### config.mk
export PLATFORM = sky130hd
export DESIGN_NAME = me_mc_recon
export DESIGN_NICKNAME = d
export VERILOG_FILES = /design/src/rtl/me_pkg.sv /design/src/rtl/me_recon_clip.sv /design/src/rtl/me_mc_recon.sv
export SDC_FILE = /design/constraint.sdc
export NUM_CORES = 1
export LEC_CHECK = 0
export ABC_CLOCK_PERIOD_IN_PS = 3600
export BUFFER_PORTS_ARGS = -buffer_cell sky130_fd_sc_hd__clkbuf_2
export CORE_ASPECT_RATIO = 0.6
export CORE_MARGIN = 3
export CORE_UTILIZATION = 52
export DETAILED_ROUTE_END_ITERATION = 10
export PLACE_DENSITY_LB_ADDON = 0.3
export SKIP_CTS_REPAIR_TIMING = 1
export SLEW_MARGIN = 15
export SYNTH_ARGS = -nofsm -noshare
export SYNTH_HDL_FRONTEND = slang
export SYNTH_SLANG_ARGS = --single-unit
### constraint.sdc
create_clock -name clk -period 3.6 [get_ports clk]
set_input_delay 1.08 -clock clk [delete_from_list [all_inputs] [get_ports clk]]
set_output_delay 1.08 -clock clk [all_outputs]
set_load 0.01 [all_outputs]
### src/rtl/me_pkg.sv
// Shared types, widths and the 8-bit saturate helper for the ME / MC blocks.
package me_pkg;

  localparam int unsigned BLK     = 16;
  localparam int unsigned CNT_W   = $clog2(BLK);
  localparam int unsigned MV_W    = 6;
  localparam int unsigned COORD_W = 12;
  localparam int unsigned PIX_W   = 8;
  localparam int unsigned RES_W   = 9;
  localparam int unsigned SUM_W   = 10;

  typedef enum logic [1:0] {
    ST_IDLE  = 2'd0,
    ST_RUN   = 2'd1,
    ST_DRAIN = 2'd2
  } state_e;

  // Saturate a signed ref+residual sum into the unsigned pixel range.
  function automatic logic [PIX_W-1:0] clip_u8(input logic signed [SUM_W-1:0] s);
    if (s < 0)
      clip_u8 = '0;
    else if (s > 10'sd255)
      clip_u8 = '1;
    else
      clip_u8 = s[PIX_W-1:0];
  endfunction

endpackage

### src/rtl/me_recon_clip.sv
// Combinational reference + residual add with 0..255 saturation.
module me_recon_clip
  import me_pkg::*;
(
  input  logic [PIX_W-1:0] ref_pixel,
  input  logic [RES_W-1:0] res,
  output logic [PIX_W-1:0] pix_c
);

  logic signed [SUM_W-1:0] sum;

  assign sum   = $signed({2'b00, ref_pixel}) + $signed({res[RES_W-1], res});
  assign pix_c = clip_u8(sum);

endmodule

### src/rtl/me_mc_recon.sv
// Motion-compensated reconstruction of one 16x16 block: ref fetch, residual add, clipped raster output.
// Optional ME_MC_REF_CLAMP_EN: clamp reference coordinates into the frame instead of wrapping at 12 bits.
module me_mc_recon
  import me_pkg::*;
#(
  parameter int unsigned ORIGIN = 100
`ifdef ME_MC_REF_CLAMP_EN
  ,
  parameter int unsigned FRAME_W = 640,
  parameter int unsigned FRAME_H = 480
`endif
) (
  input  logic               clk,
  input  logic               rst_n,
  input  logic               i_start,
  input  logic [MV_W-1:0]    i_mv_x,
  input  logic [MV_W-1:0]    i_mv_y,
  output logic               o_busy,
  output logic [COORD_W-1:0] o_ref_x,
  output logic [COORD_W-1:0] o_ref_y,
  input  logic [PIX_W-1:0]   i_ref_pixel,
  input  logic               i_res_valid,
  input  logic [RES_W-1:0]   i_res_data,
  output logic               o_res_ready,
  output logic               o_pix_valid,
  output logic [PIX_W-1:0]   o_pix_data,
  output logic [CNT_W-1:0]   o_pix_x,
  output logic [CNT_W-1:0]   o_pix_y,
  input  logic               i_pix_ready,
  output logic               o_done
);

  localparam logic [CNT_W-1:0] CNT_MAX = CNT_W'(BLK - 1);

  state_e             state, state_nxt;
  logic [CNT_W-1:0]   cnt_x, cnt_x_nxt, cnt_y, cnt_y_nxt;
  logic [MV_W-1:0]    mv_x, mv_x_nxt, mv_y, mv_y_nxt;
  logic               pix_valid_nxt, busy_nxt, done_nxt;
  logic [PIX_W-1:0]   pix_data_nxt, recon_c;
  logic [CNT_W-1:0]   pix_x_nxt, pix_y_nxt;
  logic               accept_c, handoff_c, last_c;

  assign handoff_c   = o_pix_valid && i_pix_ready;
  assign o_res_ready = (state == ST_RUN) && (!o_pix_valid || i_pix_ready);
  assign accept_c    = o_res_ready && i_res_valid;
  assign last_c      = (cnt_x == CNT_MAX) && (cnt_y == CNT_MAX);

`ifdef ME_MC_REF_CLAMP_EN
  // One extra bit so negative coordinates are visible and can clamp to the frame edge.
  localparam int unsigned EXT_W = COORD_W + 1;
  logic [EXT_W-1:0] ext_x, ext_y;

  assign ext_x = EXT_W'(ORIGIN) + {{(EXT_W-MV_W){mv_x[MV_W-1]}}, mv_x} + EXT_W'(cnt_x);
  assign ext_y = EXT_W'(ORIGIN) + {{(EXT_W-MV_W){mv_y[MV_W-1]}}, mv_y} + EXT_W'(cnt_y);
  assign o_ref_x = ext_x[EXT_W-1] ? '0 :
                   (ext_x > EXT_W'(FRAME_W - 1)) ? COORD_W'(FRAME_W - 1) : ext_x[COORD_W-1:0];
  assign o_ref_y = ext_y[EXT_W-1] ? '0 :
                   (ext_y > EXT_W'(FRAME_H - 1)) ? COORD_W'(FRAME_H - 1) : ext_y[COORD_W-1:0];
`else
  assign o_ref_x = COORD_W'(ORIGIN) + {{(COORD_W-MV_W){mv_x[MV_W-1]}}, mv_x} + COORD_W'(cnt_x);
  assign o_ref_y = COORD_W'(ORIGIN) + {{(COORD_W-MV_W){mv_y[MV_W-1]}}, mv_y} + COORD_W'(cnt_y);
`endif

  me_recon_clip u_clip (
    .ref_pixel (i_ref_pixel),
    .res       (i_res_data),
    .pix_c     (recon_c)
  );

  // Next-state, counter and output-register logic.
  always_comb begin
    state_nxt     = state;
    cnt_x_nxt     = cnt_x;
    cnt_y_nxt     = cnt_y;
    mv_x_nxt      = mv_x;
    mv_y_nxt      = mv_y;
    pix_valid_nxt = o_pix_valid;
    pix_data_nxt  = o_pix_data;
    pix_x_nxt     = o_pix_x;
    pix_y_nxt     = o_pix_y;
    done_nxt      = 1'b0;

    case (state)
      ST_IDLE: begin
        if (i_start) begin
          state_nxt = ST_RUN;
          mv_x_nxt  = i_mv_x;
          mv_y_nxt  = i_mv_y;
          cnt_x_nxt = '0;
          cnt_y_nxt = '0;
        end
      end
      ST_RUN: begin
        if (accept_c && last_c) state_nxt = ST_DRAIN;
      end
      ST_DRAIN: begin
        if (handoff_c) begin
          state_nxt = ST_IDLE;
          done_nxt  = 1'b1;
        end
      end
      default: state_nxt = ST_IDLE;
    endcase

    if (handoff_c) pix_valid_nxt = 1'b0;

    // A new accept overrides the handoff clear, so back-to-back pixels have no bubble.
    if (accept_c) begin
      pix_valid_nxt = 1'b1;
      pix_data_nxt  = recon_c;
      pix_x_nxt     = cnt_x;
      pix_y_nxt     = cnt_y;
      if (cnt_x == CNT_MAX) begin
        cnt_x_nxt = '0;
        cnt_y_nxt = (cnt_y == CNT_MAX) ? '0 : cnt_y + CNT_W'(1);
      end else begin
        cnt_x_nxt = cnt_x + CNT_W'(1);
      end
    end

    busy_nxt = (state_nxt != ST_IDLE);
  end

  always_ff @(posedge clk or negedge rst_n) begin
    if (!rst_n) begin
      state       <= ST_IDLE;
      cnt_x       <= '0;
      cnt_y       <= '0;
      mv_x        <= '0;
      mv_y        <= '0;
      o_busy      <= 1'b0;
      o_pix_valid <= 1'b0;
      o_pix_data  <= '0;
      o_pix_x     <= '0;
      o_pix_y     <= '0;
      o_done      <= 1'b0;
    end else begin
      state       <= state_nxt;
      cnt_x       <= cnt_x_nxt;
      cnt_y       <= cnt_y_nxt;
      mv_x        <= mv_x_nxt;
      mv_y        <= mv_y_nxt;
      o_busy      <= busy_nxt;
      o_pix_valid <= pix_valid_nxt;
      o_pix_data  <= pix_data_nxt;
      o_pix_x     <= pix_x_nxt;
      o_pix_y     <= pix_y_nxt;
      o_done      <= done_nxt;
    end
  end

endmodule
== Word level (Yosys, flattened, before mapping) ==
Cells that the tools add are included.

* Muxes and demuxes: 19
* Equal/unequal tests: 4
* Reductions and logical operators: 14
* Magnitude comparators: 2
* Add/sub/neg operators: 7

{| class="wikitable"
|+ Operator list
! operator !! count
|-
| 4-bit 2-to-1 mux || 9
|-
| 9-bit by 5-bit adder with 10-bit output || 2
|-
| 8-bit by 6-bit adder with 9-bit output, first input constant || 2
|-
| 8-bit 2-to-1 mux || 2
|-
| 9-bit by 9-bit adder with 10-bit output || 1
|-
| 10-bit by 9-bit greater-than comparator with 1-bit output, second input constant || 1
|-
| 10-bit by 1-bit less-than comparator with 1-bit output, second input constant || 1
|-
| 4-bit by 1-bit adder with 4-bit output, second input constant || 2
|-
| 4-bit equality test, second input constant || 2
|-
| 2-bit nonzero test || 4
|-
| 2-bit 2-to-1 mux || 3
|-
| 2-bit case mux with 3 select lines || 1
|-
| 1-bit logical AND || 5
|-
| 1-bit 2-to-1 mux || 4
|-
| 2-bit AND reduction || 2
|-
| 2-bit by 1-bit equality test with 1-bit output, second input constant || 1
|-
| 2-bit equality test, second input constant || 1
|-
| 2-bit zero test || 1
|-
| 1-bit zero test || 1
|-
| 1-bit logical OR || 1
|}

* Register bits: 41
* Bits of input ports: 34

== Depth between registers and ports, before layout ==
* Depth after elaboration: 8
* Depth in mapped cells: 9
* Mapped depth without buffers: 9

== Hierarchy ==
A second synthesis with hierarchy kept.

* Cells, all modules: 277
* Area total of the unflattened synthesis: 2693.8 um^2

{| class="wikitable"
|+ Modules (own cells, without submodules)
! module !! cells each !! sequential area each (um^2) !! area each (um^2) !! times used
|-
| me_mc_recon || 208 || 1026.0 || 2167.1 || 1
|-
| me_recon_clip || 69 || 0.0 || 526.8 || 1
|}

== Worst setup path before layout ==
OpenSTA, ideal clock, no wires.

* Kind: flip-flop to output port
* Start point: reg cnt_y[1]
* End point: out o_ref_y[5]
* Stages on the path, launching flop included: 7
* Data required time: 2520 ps
* Path slack: 585 ps
* Arrival time: 1935 ps
* Cells stage by stage: dfrtp_1 > ha_1 > ha_1 > fa_1 > a21o_1 > a21oi_1 > xor2_1

* Longest elaborated chain between the ends: 1

{| class="wikitable"
|+ Ends and longest elaborated chain
! item !! line !! source
|-
| start, declared || me_mc_recon.sv:36 || <nowiki>logic [CNT_W-1:0] cnt_x, cnt_x_nxt, cnt_y, cnt_y_nxt;</nowiki>
|-
| start signal, assigned || me_mc_recon.sv:140 || <nowiki>cnt_y <= cnt_y_nxt;</nowiki>
|-
| 9-bit by 5-bit adder with 10-bit output || me_mc_recon.sv:61 || <nowiki>assign o_ref_y = COORD_W'(ORIGIN) + {{(COORD_W-MV_W){mv_y[MV_W-1]}}, mv_y} + COORD_W'(cnt_y);</nowiki>
|-
| end, declared || me_mc_recon.sv:20 || <nowiki>output logic [COORD_W-1:0] o_ref_y,</nowiki>
|}

No other way between the ends.

== Final worst setup path ==
Same ends and word-level chain as after synthesis.

==> summary.md <==
| Metric | Value |
|---|---|
| Run status | completed |
| Row count | 19 |
| Worst vdd ir | between 0.4 and 0.5 mV |
| First-pass GRT wire length | approximately 8000 um |
| Max-Cap Viols | 0 |
| Leak | 1.606 nW |
| CTS root buffer | clkbuf_8 |
| Antenna diode count | 0 |
| Fin. Hold Viols | 0 |
| Die W | between 90 and 100 um |
| Buffers on Ports | 69 |
| Filler cell count | ~400 |
| CTS H-Tree Depth | 2 |
| Critical Path Sink Type | output port |
| Synth Register Bits | just over 40 |
| CTS tree | done |
| Via count of the routed design | between 2,000 and 2,500 |
| Synth cell types | 39 |
| Post-route total power | 1.943 mW |
| Post-Syn Area | around 0.0025 mm2 |
| Mapped Cells | ~270 |
| DR iter-0 viols | 80 |
| Clk buf depth | 2 |
| DP Worst Slack | around 0.39 ns |
| Largest net degree at the start of global routing | 42 |
| Reg2reg setup slack | 1.54 ns |
| Worst Hold Launch | o_pix_x[1] |
| Max frequency | ~290 MHz |
| Post-synth top area cell | dfrtp_1 |
| Area of the die | 0.005802 mm2 |
| Slew HR | 0.3461 |
| Final slew viol count | 0 |
| Multi-input logic area | 0.001415 mm2 |
| Area growth, synth to finish | 18.32% |
| Share of cells above drive strength 1 | 0.2711 |
| Average wire per standard cell | about 12 um |
| Crit path kind | flip-flop to output port |
| Initial antenna violation count | 0 |
| Worst Setup Start Kind | flip-flop |
| FFs w/ async S/R, synth | 1.000 |
| Post-Layout Cell Count | around 400 |
| Most frequent cell after synthesis | nand2_1 |
| Clk sinks | 41 |
| Final WL | a little over 5000 um |
| DP HPWL | approximately 4000 um |
| DRT Pass-1 Iters | 4 |
| Clk pin slew, worst setup/hold paths | ~0.080 ns |
| Fin crit share | 0.9588 |
| Launching point of the worst reg2reg path | state[1] |
| Min-Delay Path Class | flip-flop to flip-flop |
| Number of synthesized flops with an enable pin | 0 |
| Flip-flop and latch area | a little over 0.001 mm2 |
| CTS Buf Count | 5 |
| Register area share after synthesis | 0.4028 |
| Synth area leaders | dfrtp_1, ha_1, nand2_1, o21ai_0, o221a_1 |
| RSZ-0062 raised after global routing | false |
| Top cell type's share of synthesized area | 0.4028 |
| Number of global-route vias before repair | ~1,700 |
| Io pins | 78 |
| Post-route minimum period | 3.452 ns |
| Drc violations | 0 |
| Final setup margin | between 0.1 and 0.15 ns |
| Req. time, crit path | around 2.5 ns |
| Final setup TNS | 0 ns |
| Vert. Die Dim | 60.22 um |
| Synth Flop Type | dfrtp_1 |
| Crit path from | cnt_y[1] |
| Worst-Skew Late Latency | ~0.28 ns |
| Syn avg cell area | about 9.3 um2 |
| All-Layer GR Usage | 0.1769 |
| Final design utilization | 0.6502 |
| Routability cong. | 0.7802 |
| Via density | between 5 and 6 |
| Worst Skew | roughly 0.0085 ns |
| Final setup viols | 0 |
| Total grt overflow | 0 |
| Pwr Density | approximately 640 mW/mm2 |
| Dpl cells | approximately 400 |
| Syn. warnings | 0 |
| Crit-path max FO | 6 |
| Synth top cells by count | nand2_1, dfrtp_1, ha_1 |
| Worst Tran Pin Value | just under 1 ns |
| Detail Route Antenna Nets | 0 |
| Critical path data arrival time | around 2.4 ns |
| Starting Density | 0.5495 |
| Nets | around 410 |
| Placeable core area | 0.004636 mm2 |
cells by family after synthesis:
| family | synth area share |
|---|---|
| AND/OR/NAND/NOR | 0.1901 |
| AO/OA/AOI/OAI | 0.1542 |
| flip-flops | 0.4027 |
| adder cells (fa/ha/maj) | 0.1513 |
| buffers and inverters | 0.05697 |
| XOR/XNOR | 0.03438 |
| other | 0.001472 |
| multiplexers | 0.008840 |
worst max-delay path: stages, from the launching register on:
cell and delay (ns):
dfrtp_2 0.45, ha_1 0.30, ha_1 0.23, fa_1 0.40, a21o_1 0.20, a21oi_2 0.17
xor2_1 0.18, clkbuf_2 0.16
final timing paths:
kind / end / cells after the start
hold / removal: o_pix_x[1] / 2
hold reg to reg: o_pix_x[1] / 2
setup / recovery: o_ref_y[5] / 7
max in group asynchronous: cnt_x[1] / 1
setup reg to reg: o_pix_data[3] / 5
min in group asynchronous: mv_y[5] / 1
registers in the layout, summed over array words and instances, names as in the netlist:
signal and flops:
o_busy 1, o_pix_x 4, cnt_y 4, mv_x 6, state 2, o_pix_data 8
o_done 1, cnt_x 4, o_pix_y 4, o_pix_valid 1, mv_y 6
final cells by class:
type / count / share of cell area
Clock buffer: 5 / 0.02283
Clock inverter: 3 / 0.005812
Inverter: 14 / 0.01743
Multi-Input combinational cell: 210 / 0.4695
Timing Repair Buffer: 70 / 0.1171
Sequential cell: 41 / 0.3412
Tap cell: 63 / 0.02615
power by group:
part	internal (mW)	total [mW]	switching, mW
clock	0.134	0.290	0.156
sequential	0.605	0.710	0.105
combinational	0.420	0.943	0.522
metrics by stage:
| stage | hold slack [ns] | instance area [um2] |
|---|---|---|
| after CTS | 0.4885 | 3004 |
| final | 0.4854 | 3014 |
| after detailed placement | 0.4688 | 2918 |
| after floorplan | 0.4497 | 2574 |
| after global placement | 0.4580 | 2918 |
| after global routing | 0.5125 | 3014 |
cell usage in the layout, fill, tap and decap left out, types with 2 or more instances in the layout:
master	netlist	routed
o21ai_1	3	3
a21oi_1	13	11
inv_1	14	14
nor2_1	16	16
a21o_1	5	5
o21a_1	2	2
dfrtp_1	41	39
o21bai_1	2	2
xnor2_1	6	6
clkinv_2	0	2
xor2_1	4	4
ha_1	26	26
nand3_1	5	5
fa_1	3	3
o21ai_0	17	17
a21oi_2	0	2
clkbuf_2	0	69
nand3b_1	2	2
nand2_1	67	67
dfrtp_2	0	2
and2_1	2	2
o221a_1	7	7
nand2b_1	2	2
nor2b_1	3	3
clkbuf_8	0	5
nor3b_2	1	2
conb_1	1	8
nand4_1	2	2
per-layer routing:
layer | GRT usage | up-vias | share of wire
met3 | 0.04780 | 2 | 0.050
met5 | 0 | - | 0
li1 | - | 1047 | -
met4 | 0.02196 | 0 | 0.0028
met1 | 0.2695 | 939 | 0.52
met2 | 0.2581 | 48 | 0.43
Power figures use the tool's default switching activity.
